[src/rtl/bp_update_engine_pkg.sv]
// bp_update_engine_pkg: shared types, widths and counter helpers
// for the branch-predictor update engine.
package bp_update_engine_pkg;

  localparam int BP_IDX_W = 8;
  localparam int BP_GHR_W = 8;
  localparam int BP_TAG_W = 32 - BP_IDX_W - 3;

  localparam logic [1:0] PHT_RESET = 2'b01;

  typedef enum logic [1:0] {
    BR_COND,
    BR_JUMP,
    BR_CALL,
    BR_RET
  } BranchType_E;

  typedef struct packed {
    logic                valid;
    logic [BP_TAG_W-1:0] tag;
    logic [31:0]         target;
    BranchType_E         btype;
  } btb_entry_t;

  typedef struct packed {
    logic                PC_Vaild;
    logic                PC_Taken;
    logic                PC_MissPredict;
    logic [31:0]         Update_PC;
    logic                Update_Location;
    logic [31:0]         Update_Target;
    BranchType_E         BranchType;
    logic [1:0]          TBT_Counter;
    logic [BP_GHR_W-1:0] GHR;
    logic [BP_GHR_W-1:0] Recover_GHR;
  } Update_Branch_S;

  function automatic logic [1:0] sat_inc(input logic [1:0] c);
    return (c == 2'b11) ? c : c + 2'b01;
  endfunction

  function automatic logic [1:0] sat_dec(input logic [1:0] c);
    return (c == 2'b00) ? c : c - 2'b01;
  endfunction

endpackage

[src/rtl/bp_update_fifo.sv]
// bp_update_fifo: power-of-two ring buffer holding pending
// predictor updates; caller must not push when full or pop when empty.
module bp_update_fifo
  import bp_update_engine_pkg::*;
#(
  parameter int  DEPTH = 4,
  parameter type T     = Update_Branch_S
) (
  input  logic                     clk,
  input  logic                     reset,
  input  logic                     push,
  input  T                         push_data,
  input  logic                     pop,
  output T                         head,
  output logic                     full,
  output logic                     empty,
  output logic [$clog2(DEPTH):0]   count
);

  localparam int AW = $clog2(DEPTH);
  localparam int CW = AW + 1;

  T mem [DEPTH];

  logic [AW-1:0] wr_ptr;
  logic [AW-1:0] rd_ptr;

  always_ff @(posedge clk) begin
    if (push) mem[wr_ptr] <= push_data;
  end

  always_ff @(posedge clk) begin
    if (reset) begin
      wr_ptr <= '0;
      rd_ptr <= '0;
      count  <= '0;
    end else begin
      if (push) wr_ptr <= wr_ptr + AW'(1);
      if (pop)  rd_ptr <= rd_ptr + AW'(1);
      count <= count + CW'(push) - CW'(pop);
    end
  end

  assign head  = mem[rd_ptr];
  assign full  = (count == CW'(DEPTH));
  assign empty = (count == '0);

endmodule

[src/rtl/bp_update_engine.sv]
// bp_update_engine: turns the verify/update stream into BTB/PHT writes.
// Define BP_UPDATE_STATS_EN to add the stat_* counter ports.
module bp_update_engine
  import bp_update_engine_pkg::*;
#(
  parameter int IDX_W = BP_IDX_W,
  parameter int GHR_W = BP_GHR_W,
  parameter int DEPTH = 4
) (
  input  logic             clk,
  input  logic             reset,
  input  logic             update_valid,
  input  Update_Branch_S   upd,
  input  logic             table_ready,
  output logic             btb_we,
  output logic [IDX_W-1:0] btb_idx,
  output logic             btb_slot,
  output btb_entry_t       btb_wdata,
  output logic             pht_we,
  output logic [IDX_W-1:0] pht_idx,
  output logic [1:0]       pht_wdata,
  output logic             ghr_recover_valid,
  output logic [GHR_W-1:0] ghr_recover,
  output logic             init_done,
  output logic             upd_overflow
`ifdef BP_UPDATE_STATS_EN
  ,
  output logic [31:0]      stat_updates,
  output logic [31:0]      stat_mispredicts,
  output logic [31:0]      stat_drops,
  output logic [31:0]      stat_stall_cycles
`endif
);

  localparam int CW = $clog2(DEPTH) + 1;

  typedef enum logic [1:0] {INIT, IDLE, WRITE} state_e;

  state_e         state;
  state_e         state_nxt;
  logic [IDX_W:0] sweep;
  logic           full;
  logic           empty;
  logic           push;
  logic           pop;
  logic [CW-1:0]  count;
  Update_Branch_S head;
  logic [IDX_W-1:0] head_idx;
  logic           head_nop;
  logic           sweep_last;

  assign push       = update_valid && !full;
  assign head_idx   = head.Update_PC[IDX_W+2:3];
  assign head_nop   = !head.PC_Vaild && !head.PC_MissPredict;
  assign sweep_last = &sweep;
  // entries that touch no table need no write port
  assign pop = (state == WRITE) && (table_ready || head_nop);

  bp_update_fifo #(
    .DEPTH (DEPTH),
    .T     (Update_Branch_S)
  ) u_fifo (
    .clk       (clk),
    .reset     (reset),
    .push      (push),
    .push_data (upd),
    .pop       (pop),
    .head      (head),
    .full      (full),
    .empty     (empty),
    .count     (count)
  );

  always_comb begin
    state_nxt = state;
    btb_we    = 1'b0;
    btb_idx   = '0;
    btb_slot  = 1'b0;
    btb_wdata = '0;
    pht_we    = 1'b0;
    pht_idx   = '0;
    pht_wdata = '0;
    unique case (state)
      INIT: begin
        btb_we    = table_ready;
        pht_we    = table_ready;
        btb_idx   = sweep[IDX_W:1];
        btb_slot  = sweep[0];
        pht_idx   = sweep[IDX_W:1];
        pht_wdata = PHT_RESET;
        if (table_ready && sweep_last) state_nxt = IDLE;
      end
      IDLE: begin
        if (!empty && init_done) state_nxt = WRITE;
      end
      WRITE: begin
        btb_idx  = head_idx;
        btb_slot = head.Update_Location;
        btb_we   = head.PC_MissPredict;
        if (head.PC_Vaild) begin
          pht_we    = 1'b1;
          pht_idx   = head_idx ^ IDX_W'(head.GHR);
          pht_wdata = head.PC_Taken ? sat_inc(head.TBT_Counter)
                                    : sat_dec(head.TBT_Counter);
          btb_wdata.valid  = 1'b1;
          btb_wdata.tag    = BP_TAG_W'(head.Update_PC >> (IDX_W + 3));
          btb_wdata.target = head.Update_Target;
          btb_wdata.btype  = head.BranchType;
        end
        if (pop) state_nxt = (count != CW'(1)) ? WRITE : IDLE;
      end
      default: state_nxt = INIT;
    endcase
  end

  always_ff @(posedge clk) begin
    if (reset) begin
      state             <= INIT;
      sweep             <= '0;
      init_done         <= 1'b0;
      upd_overflow      <= 1'b0;
      ghr_recover_valid <= 1'b0;
      ghr_recover       <= '0;
    end else begin
      state <= state_nxt;
      if (state == INIT && table_ready) begin
        sweep <= sweep + 1'b1;
        if (sweep_last) init_done <= 1'b1;
      end
      if (update_valid && full) upd_overflow <= 1'b1;
      // recovery bypasses the FIFO, so drops still restore history
      ghr_recover_valid <= update_valid && upd.PC_MissPredict;
      if (update_valid && upd.PC_MissPredict) begin
        ghr_recover <= upd.PC_Vaild
          ? GHR_W'({upd.Recover_GHR[BP_GHR_W-2:0], upd.PC_Taken})
          : GHR_W'(upd.Recover_GHR);
      end
    end
  end

`ifdef BP_UPDATE_STATS_EN
  always_ff @(posedge clk) begin
    if (reset) begin
      stat_updates      <= '0;
      stat_mispredicts  <= '0;
      stat_drops        <= '0;
      stat_stall_cycles <= '0;
    end else begin
      if (update_valid)
        stat_updates <= stat_updates + 32'd1;
      if (update_valid && upd.PC_MissPredict)
        stat_mispredicts <= stat_mispredicts + 32'd1;
      if (update_valid && full)
        stat_drops <= stat_drops + 32'd1;
      if (state == WRITE && !table_ready)
        stat_stall_cycles <= stat_stall_cycles + 32'd1;
    end
  end
`endif

endmodule

[config.mk]
export PLATFORM = sky130hd
export DESIGN_NAME = bp_update_engine
export DESIGN_NICKNAME = d
export VERILOG_FILES = /design/src/rtl/bp_update_engine_pkg.sv /design/src/rtl/bp_update_fifo.sv /design/src/rtl/bp_update_engine.sv
export SDC_FILE = /design/constraint.sdc
export NUM_CORES = 1
export LEC_CHECK = 0
export CORE_MARGIN = 4
export CORE_UTILIZATION = 23
export DETAILED_ROUTE_END_ITERATION = 6
export PLACE_DENSITY = 0.37
export SLEW_MARGIN = 20
export SYNTH_ARGS = -nofsm -noshare
export SYNTH_HDL_FRONTEND = slang
export SYNTH_SLANG_ARGS = --single-unit
[constraint.sdc]
create_clock -name clk -period 7.25 [get_ports clk]
set_input_delay 2.175 -clock clk [delete_from_list [all_inputs] [get_ports clk]]
set_output_delay 2.175 -clock clk [all_outputs]
set_load 0.03 [all_outputs]
* Word level (Yosys, flattened, before mapping)
Memories as Yosys holds them, arrays and structs flattened. A register that Yosys moved wholly into a read port is not among the register bits.
Index checks and enable logic that the tools add are counted.
** Storage, ports and cells
- Flip-flop bits (word level) :: 29
- Memories kept :: 1
- Bits of input ports :: 92
- Bits in writable memories :: 352
** Cells by class
- Reduce and logical (&&, ||, !) cells :: 19
- Add/subtract/negate cells :: 7
- Multiplexer cells :: 24
- Eq/ne operators :: 8
- Bitwise gates (word level) :: 1
** Memories
- u_fifo.mem :: depth 4, width 88, rd ports 1, clocked after memory_dff 1, write ports 1, line bp_update_fifo.sv:23 : T mem [DEPTH];
** Operators by type and width (number)
- 56-bit two-way mux :: 2
- 8-bit case mux with 2 select lines :: 2
- 2-bit two-way mux :: 10
- 8-bit two-way mux :: 2
- 10-bit AND reduction :: 1
- 9-bit by 1-bit adder with 9-bit output (second input constant) :: 1
- 9-bit AND reduction :: 1
- 1-bit logical AND :: 8
- 8-bit XOR :: 1
- 2-bit by 1-bit adder with 2-bit output (second input constant) :: 3
- 1-bit case mux with 2 select lines :: 3
- 2-bit case mux with 3 select lines :: 1
- 2-bit equality test (second input constant) :: 2
- 1-bit zero test :: 4
- 2-bit zero test :: 2
- 2-bit != test (second input constant) :: 2
- 2-bit case mux with 2 select lines :: 1
- 3-bit by 1-bit adder with 3-bit output :: 1
- 3-bit equality test (second input constant) :: 1
- 3-bit zero test :: 1
- 1-bit two-way mux :: 3
- 3-bit by 1-bit != test with 1-bit output (second input constant) :: 1
- 3-bit AND reduction :: 1
- 3-bit by 1-bit subtractor with 3-bit output :: 1
- 4 further kinds :: 4

* Longest topological paths before layout
Gate-level depths: netlist of the first run.
- Word-level depth :: 6
- Mapped depth :: 13

* Modules after synthesis
A second synthesis of the first run with hierarchy kept.
** Unflattened totals
- Cell total of the unflattened synthesis :: 739
- Area total of the unflattened synthesis :: 14875.5 um^2
** Modules (own cells, without submodules)
- bp_update_fifo :: times used 1, area an instance 13130.1 um^2, cells an instance 502, seq. area each 10750.3 um^2
- bp_update_engine :: times used 1, area an instance 1745.4 um^2, cells an instance 237, seq. area each 440.4 um^2

* Worst setup path before layout of the first run
Ideal clock, no wire load.
- Kind :: input port to output port
- Start point :: in table_ready
- End point :: out btb_we
- Path buffers :: 3
- Slack :: 1.864 ns
- Data arrival time :: 3.211 ns
- Stages on the path :: 5
- Cells stage by stage :: buf_4 or3b_1 buf_2 clkbuf_1 nand2_1
** On the way
- Cells in the longest elaborated chain, start to end :: 1
** RTL lines
- start: declaration :: line bp_update_engine.sv:14 : input logic table_ready,
- 1-bit case mux with 2 select lines :: line bp_update_engine.sv:83 : unique case (state)
- end: declaration :: line bp_update_engine.sv:15 : output logic btb_we,
No other way between the ends.

* Worst setup path in the final report of the first run
- Start point :: in table_ready
- End point :: out pht_we
** On the way
- Cells in the longest elaborated chain, start to end :: 1
** RTL lines
- 1-bit case mux with 2 select lines :: line bp_update_engine.sv:83
- end: declaration :: line bp_update_engine.sv:19 : output logic pht_we,
No other way between the ends.

==> metrics.cfg, run 1 <==
[outcome]
outcome=finished, final reports clean

[clock_tree]
cts_sinks=339
clock_path_buffers=3
cts_tree=yes
cts_setup_buffers=0
clkTransAtPathRegs_ps=60
hold_buffers=0
cts_root_buf=clkbuf_16
clk_latency_ps=550
post_cts_resized=0
numCtsBuffers=42
htreeDepth=2

[critical_path]
crit_path_start_kind=input pin
crit_required_ps=5080
cp_max_fo=17
path_class=in2out
end_kind=primary output
worst-path-buf-inv=4
slowest_stage=clkdlybuf4s50_1
worstPathArrival_ps=4130
crit_family=buffers and inverters
crit_chain=clkdlybuf4s50_1 > buf_4 > or3b_1 > buf_4 > nand2_1 > clkdlybuf4s50_1
slowest_delay_ps=690

[sta]
setup_ws_ps=941.8
worstMarginPinSlew_ps=837.8
hold_viol=0
slew_headroom=0.4415
rsz0062_at_grt=no
max_freq_mhz=158.5
drv_slew=0
setup_violations=0
min_period_ps=6308
min_period_over_period=0.8701
setup_tns_ps=0
worst_clock_skew_ps=15.80

[floorplanning]
num_rows=88
die_height_um=248.9
die_w_um=248.9
die_area_sq_um=61970
start_util=0.2319
coreArea_sq_um=57590
io_pins=180

[hold_path]
min_path_type=reg2reg

[synth]
synth_top_area_frac=0.6927
ys_top_cells_by_area=edfxtp_1 (69%), mux4_2 (13%), dfxtp_1 (4.6%)
synthArstFlopShare=0
avgSynthCellArea_sq_um=19.05
synth_top_flop_cell=edfxtp_1
yosysSeqAreaShare=0.7391
netlist_instances=701
synth_edf_count=308
yosysUniqueCellTypes=47
synthesis.nets=802
yosys_warnings=0
synth_area_sq_um=13350
synth_area_leader_cell=edfxtp_1
synth_seq_cells=339

[power_and_ir_drop]
p_leak_nw=5.634
power.density_nw_per_um2=266.4
ir_drop_v=0.0001301

[run]
cap_viol_max_count=0

[global_routing]
grt_pass1_vias=7929
grt_overflow=0
grt_pass1_wl_um=53340
grt_max_degree=65
grt_usage=0.1148
antenna_found_initial=4

[placed_design]
io_buffers=176
place_ws_ps=935.6
dp.final_hpwl_um=21480
place.gp.congestion=0.6604

[cells_and_area]
final_common_cell=edfxtp_1
layout.nets=998
layout_common_cells=edfxtp_1 (308), clkdlybuf4s50_1 (176), mux4_2 (77)
final_util=0.3021
drive_above_1_share=0.1753
area_growth_pct=30.29

[route]
drc=0
drt_wl_total_um=35880
first_pass_iters=5
wl_per_cell_um=21.14
vias=7173
drtAntennaViolNets=0
drt_iter0_drc=395
via_per_inst=4.227

[cell families after synthesis]
| group | count (synthesis) | share of synthesized area |
|---|---|---|
| mux | 94 | 0.1426 |
| fa+ha+maj | 9 | 0.008996 |
| xor+xnor | 10 | 0.006560 |
| simple gates | 138 | 0.05781 |
| compound gates | 53 | 0.02633 |
| buf+inv | 58 | 0.01855 |
| flops | 339 | 0.7391 |
[synth_stat cells, types with 2 or more instances]
library cell	number
a211oi_1	8
a21oi_1	13
a311o_1	2
and2_1	3
and3_1	59
buf_1	7
buf_2	12
buf_4	2
clkbuf_1	22
dfxtp_1	31
edfxtp_1	308
ha_1	8
inv_1	14
mux2i_1	17
mux4_2	77
nand2_1	16
nand2b_1	2
nand3_1	7
nand4_1	4
nor2_1	27
nor2b_1	4
o21a_1	2
o21ai_0	11
o22ai_1	3
o31ai_1	5
or3_1	2
or3b_2	2
or4_1	5
or4bb_1	2
xnor2_1	8
xor2_1	2
[path summary, 6_finish.rpt]
check / start / to / slack, ps / cells past startpoint
setup reg to reg: register / u_fifo.count[2] / 3420 / 12
hold / removal: upd_overflow / upd_overflow / 470 / 2
hold reg to reg: upd_overflow / upd_overflow / 470 / 2
setup / recovery: table_ready / pht_we / 940 / 6
[registers in the layout (all words and copies together), names as in the netlist, 2 cells and up, named ones only]
name / count
ghr_recover: 8
state: 2
sweep: 9
u_fifo.count: 3
u_fifo.mem: 308
u_fifo.rd_ptr: 2
u_fifo.wr_ptr: 2
[area by class of cell]
| cell class | count | area [sq um] |
|---|---|---|
| inverters | 14 | 52.55 |
| flip-flops and latches | 339 | 9877 |
| repair buffers | 196 | 1912 |
| clock buffers | 56 | 1187 |
| well taps | 765 | 957.2 |
| diodes | 2 | 5.005 |
| multi-input cells | 304 | 3263 |
| clock inverters | 21 | 143.9 |
| fillers | 5682 | 40190 |
[per-stage QoR]
stage	instance area [sq um]	hold WS (ps)	total power [mW]	std cells
final	17400	470.1	4.634	1697
after global routing	17390	518.8	4.842	1695
after CTS	17390	472.9	4.739	1695
after global placement	16060	454.5	2.681	1618
after floorplan	13350	465.7	2.507	701
after detailed placement	16060	455.1	2.683	1618
[per-layer routing]
metal / track usage / wire length, um / vias up
met5: 0 / 21 / -
met4: 0.03719 / 886 / 4
met3: 0.02746 / 1752 / 63
met2: 0.1959 / 17750 / 158
met1: 0.1443 / 15470 / 3701
li1: - / - / 3247
[worst register-to-register path, delay by kind of cell, from the launching register on]
kind,cells,cell delay [ps]
AND/OR/NAND/NOR,3,520
adder cells (fa/ha/maj),3,730
flip-flops,1,700
AO/OA/AOI/OAI,1,160
multiplexers,1,690
buffers and inverters,3,800
XOR/XNOR,1,170
[power by group]
part           total (mW)  internal (mW)  switching (mW)
registers            2.30           2.27          0.0305
clock network        2.01           1.21           0.794
logic               0.327          0.138           0.190
total                4.63           3.62            1.01
No activity file was read; power rests on OpenSTA's default activity.
==> run 2: changes to the inputs <==
CORE_UTILIZATION = 55   (was 23)
PLACE_DENSITY = 0.77   (was 0.37)
==> run 2 against run 1 <==
Final cell count shrank 28%. First-iteration DRC count grew 100%. Register-to-register slack gained 230 ps. Critical path depth shrank 2. Clock power shrank 12%. Total power shrank 5.8%. Flip-flop and latch count is the same. Largest cell class unchanged. Largest power group unchanged.
==> metrics.cfg, run 2 (same netlist as run 1, synthesis figures left out) <==
[clock_tree]
clk_latency_ps=510  ; -40 ps
cts_sinks=339  ; unchanged
cts_tree=yes
clock_path_buffers=3  ; unchanged
clkTransAtPathRegs_ps=60  ; about the same
cts_setup_buffers=0  ; unchanged
htreeDepth=2  ; unchanged
cts_root_buf=clkbuf_16
hold_buffers=0  ; unchanged
numCtsBuffers=36  ; -14%
post_cts_resized=0  ; unchanged

[cells_and_area]
area_growth_pct=24.03
largest_register_ffs=308  ; unchanged
layout.nets=981  ; -1.7%
layout_common_cells=edfxtp_1 (308), clkdlybuf4s50_1 (175), mux4_2 (77)
final_common_cell=edfxtp_1
reg.largest.list=u_fifo.mem x308, sweep x9, ghr_recover x8
fill_cells=1536  ; -73%
drive_above_1_share=0.1610  ; -0.01430
regMostFlops=u_fifo.mem
final_design_area_no_fill_sq_um=16560  ; -4.8%

[sta]
worst_clock_skew_ps=9.570  ; -6.230 ps
min_period_ps=6519  ; +211.2 ps
max_freq_mhz=153.4  ; -3.2%
worstMarginPinSlew_ps=945.6  ; +107.8 ps
hold_viol=0  ; unchanged
drv_slew=0  ; unchanged
slew_headroom=0.3696  ; -0.07190
setup_tns_ps=0  ; unchanged
rsz0062_at_grt=no
min_period_over_period=0.8992  ; +0.02913
setup_violations=0  ; unchanged

[power_and_ir_drop]
power.share.clock=0.403  ; -0.030
total_power_mw=4.366  ; -5.8%
switching_share=0.2093  ; -0.009445
p_leak_nw=5.481  ; -2.7%
comb_power_share=0.070  ; about the same
ir_drop_v=0.0002544  ; +96%
p_sw_mw=0.9139  ; -9.9%
p_seq_frac=0.527  ; +0.031
p_int_mw=3.452  ; -4.7%
power.density_nw_per_um2=263.6  ; -1.0%

[floorplanning]
die_area_sq_um=26840  ; -57%
start_util=0.5638  ; +0.3319
num_rows=56  ; -36%
die_w_um=163.8  ; -34%
coreArea_sq_um=23680  ; -59%
die_height_um=163.8  ; -34%
io_pins=180  ; unchanged

[critical_path]
cp_max_fo=18  ; +1
slowest_delay_ps=690  ; about the same
crit_path_start_kind=input pin
worst-path-stages=4  ; -2
worstPathArrival_ps=4340  ; +210 ps
path_class=in2out
crit_family=buffers and inverters
end_kind=primary output
worst-path-buf-inv=2  ; -2
cp_common_cell=clkdlybuf4s50_1
crit_chain=clkdlybuf4s50_1 > or3b_1 > nand2_1 > clkdlybuf4s50_1
crit_required_ps=5080  ; about the same
slowest_stage=clkdlybuf4s50_1
reg2regPathDepth=12  ; unchanged

[global_routing]
met3_usage=0.04793  ; +0.02047
antenna_found_initial=3  ; -1
grt_pass1_vias=7559  ; -4.7%
grt_overflow=0  ; unchanged
grt_pass1_wl_um=42580  ; -20%
grt_max_degree=65  ; unchanged
grt_usage=0.2072  ; +0.09238
busiest_layer=met2
grt_use_met2=0.3504  ; +0.1546
grtUsageMet1=0.2736  ; +0.1293

[placed_design]
io_buffers=176  ; unchanged
place.gp.congestion=0.8589  ; +30%
dp.final_hpwl_um=16450  ; -23%
place_area_sq_um=15420  ; -4.0%

[route]
drt_wl_total_um=27580  ; -23%
drtAntennaViolNets=0  ; unchanged
vias=7280  ; +1.5%
drc=0  ; unchanged
drt_iter0_drc=799  ; +100%
wl_per_cell_um=22.43  ; +6.1%
via_per_inst=5.919  ; +40%
first_pass_iters=5  ; unchanged

[hold_path]
min_path_type=reg2reg
hold_path_depth=2  ; unchanged

[run]
cap_viol_max_count=0  ; unchanged

[outcome]
outcome=finished, final reports clean

## run 2: cell count changes in the layout (fill, tap and decap cells not counted), sizes merged
cell | before | now
clkdlybuf4s50 | 176 | 175
bufinv | 2 | 3
inv | 14 | 17
diode | 2 | 4
clkbuf | 56 | 48
clkinv | 18 | 10
buf | 20 | 10
## run 2: routing by layer
metal | routed length, um | part of all wire
met3 | 1894 | 0.069
met4 | 589 | 0.021
met2 | 13990 | 0.51
met5 | 13 | 0.00047
met1 | 11100 | 0.40
## run 2: worst reg2reg max path: stages, from the launching register on
cell     delay, ps
dfxtp_4        650
mux4_2         710
buf_4          470
nor2_1         180
o21a_1         200
ha_1           280
inv_1           60
ha_1           130
inv_1           50
fa_1           370
xor2_1         160
and2_1         160
nor3_1         110
## run 2: metrics by stage
step	setup WS, ps	instances	util	hold slack (ps)
finish	730.6	1230	0.6993	487.4
global route	630.5	1228	0.6991	518.2
CTS	740.0	1226	0.6991	491.0
detailed placement	742.4	1161	0.6512	476.2
global placement	825.7	1161	0.6512	450.9
floorplan	1864	701	-	465.7
## run 2: worst paths after layout
path	start	endpoint	slack [ps]
worst max register to register	register	u_fifo.count[2]	3650
worst min-delay path	upd_overflow	upd_overflow	490
worst min register to register	upd_overflow	upd_overflow	490
worst max-delay path	table_ready	btb_we	730
## run 2: cell type report
cell class	instances	area [sq um]	share of cell area
diodes	4	10.01	0.0006044
clock buffers	48	967.2	0.05840
clock inverters	17	168.9	0.01020
inverters	14	52.55	0.003173
multi-input cells	304	3263	0.1970
flip-flops and latches	339	9877	0.5964
well taps	319	399.1	0.02410
repair buffers	185	1824	0.1101
## run 2: power groups by stage
stage                     combinational (mW)  clock, mW  sequential [mW]
final                                  0.306       1.76             2.30
after global routing                   0.333       1.88             2.31
after CTS                              0.311       1.79             2.30
after detailed placement               0.309          0             2.34
after global placement                 0.299          0             2.33
after floorplan                        0.162          0             2.35
==> run 3: changes to the inputs <==
SETUP_SLACK_MARGIN = 0.05   (was not set)
==> results of run 3 <==
No change in the layout: final DEF, timing and power equal those of run 2.
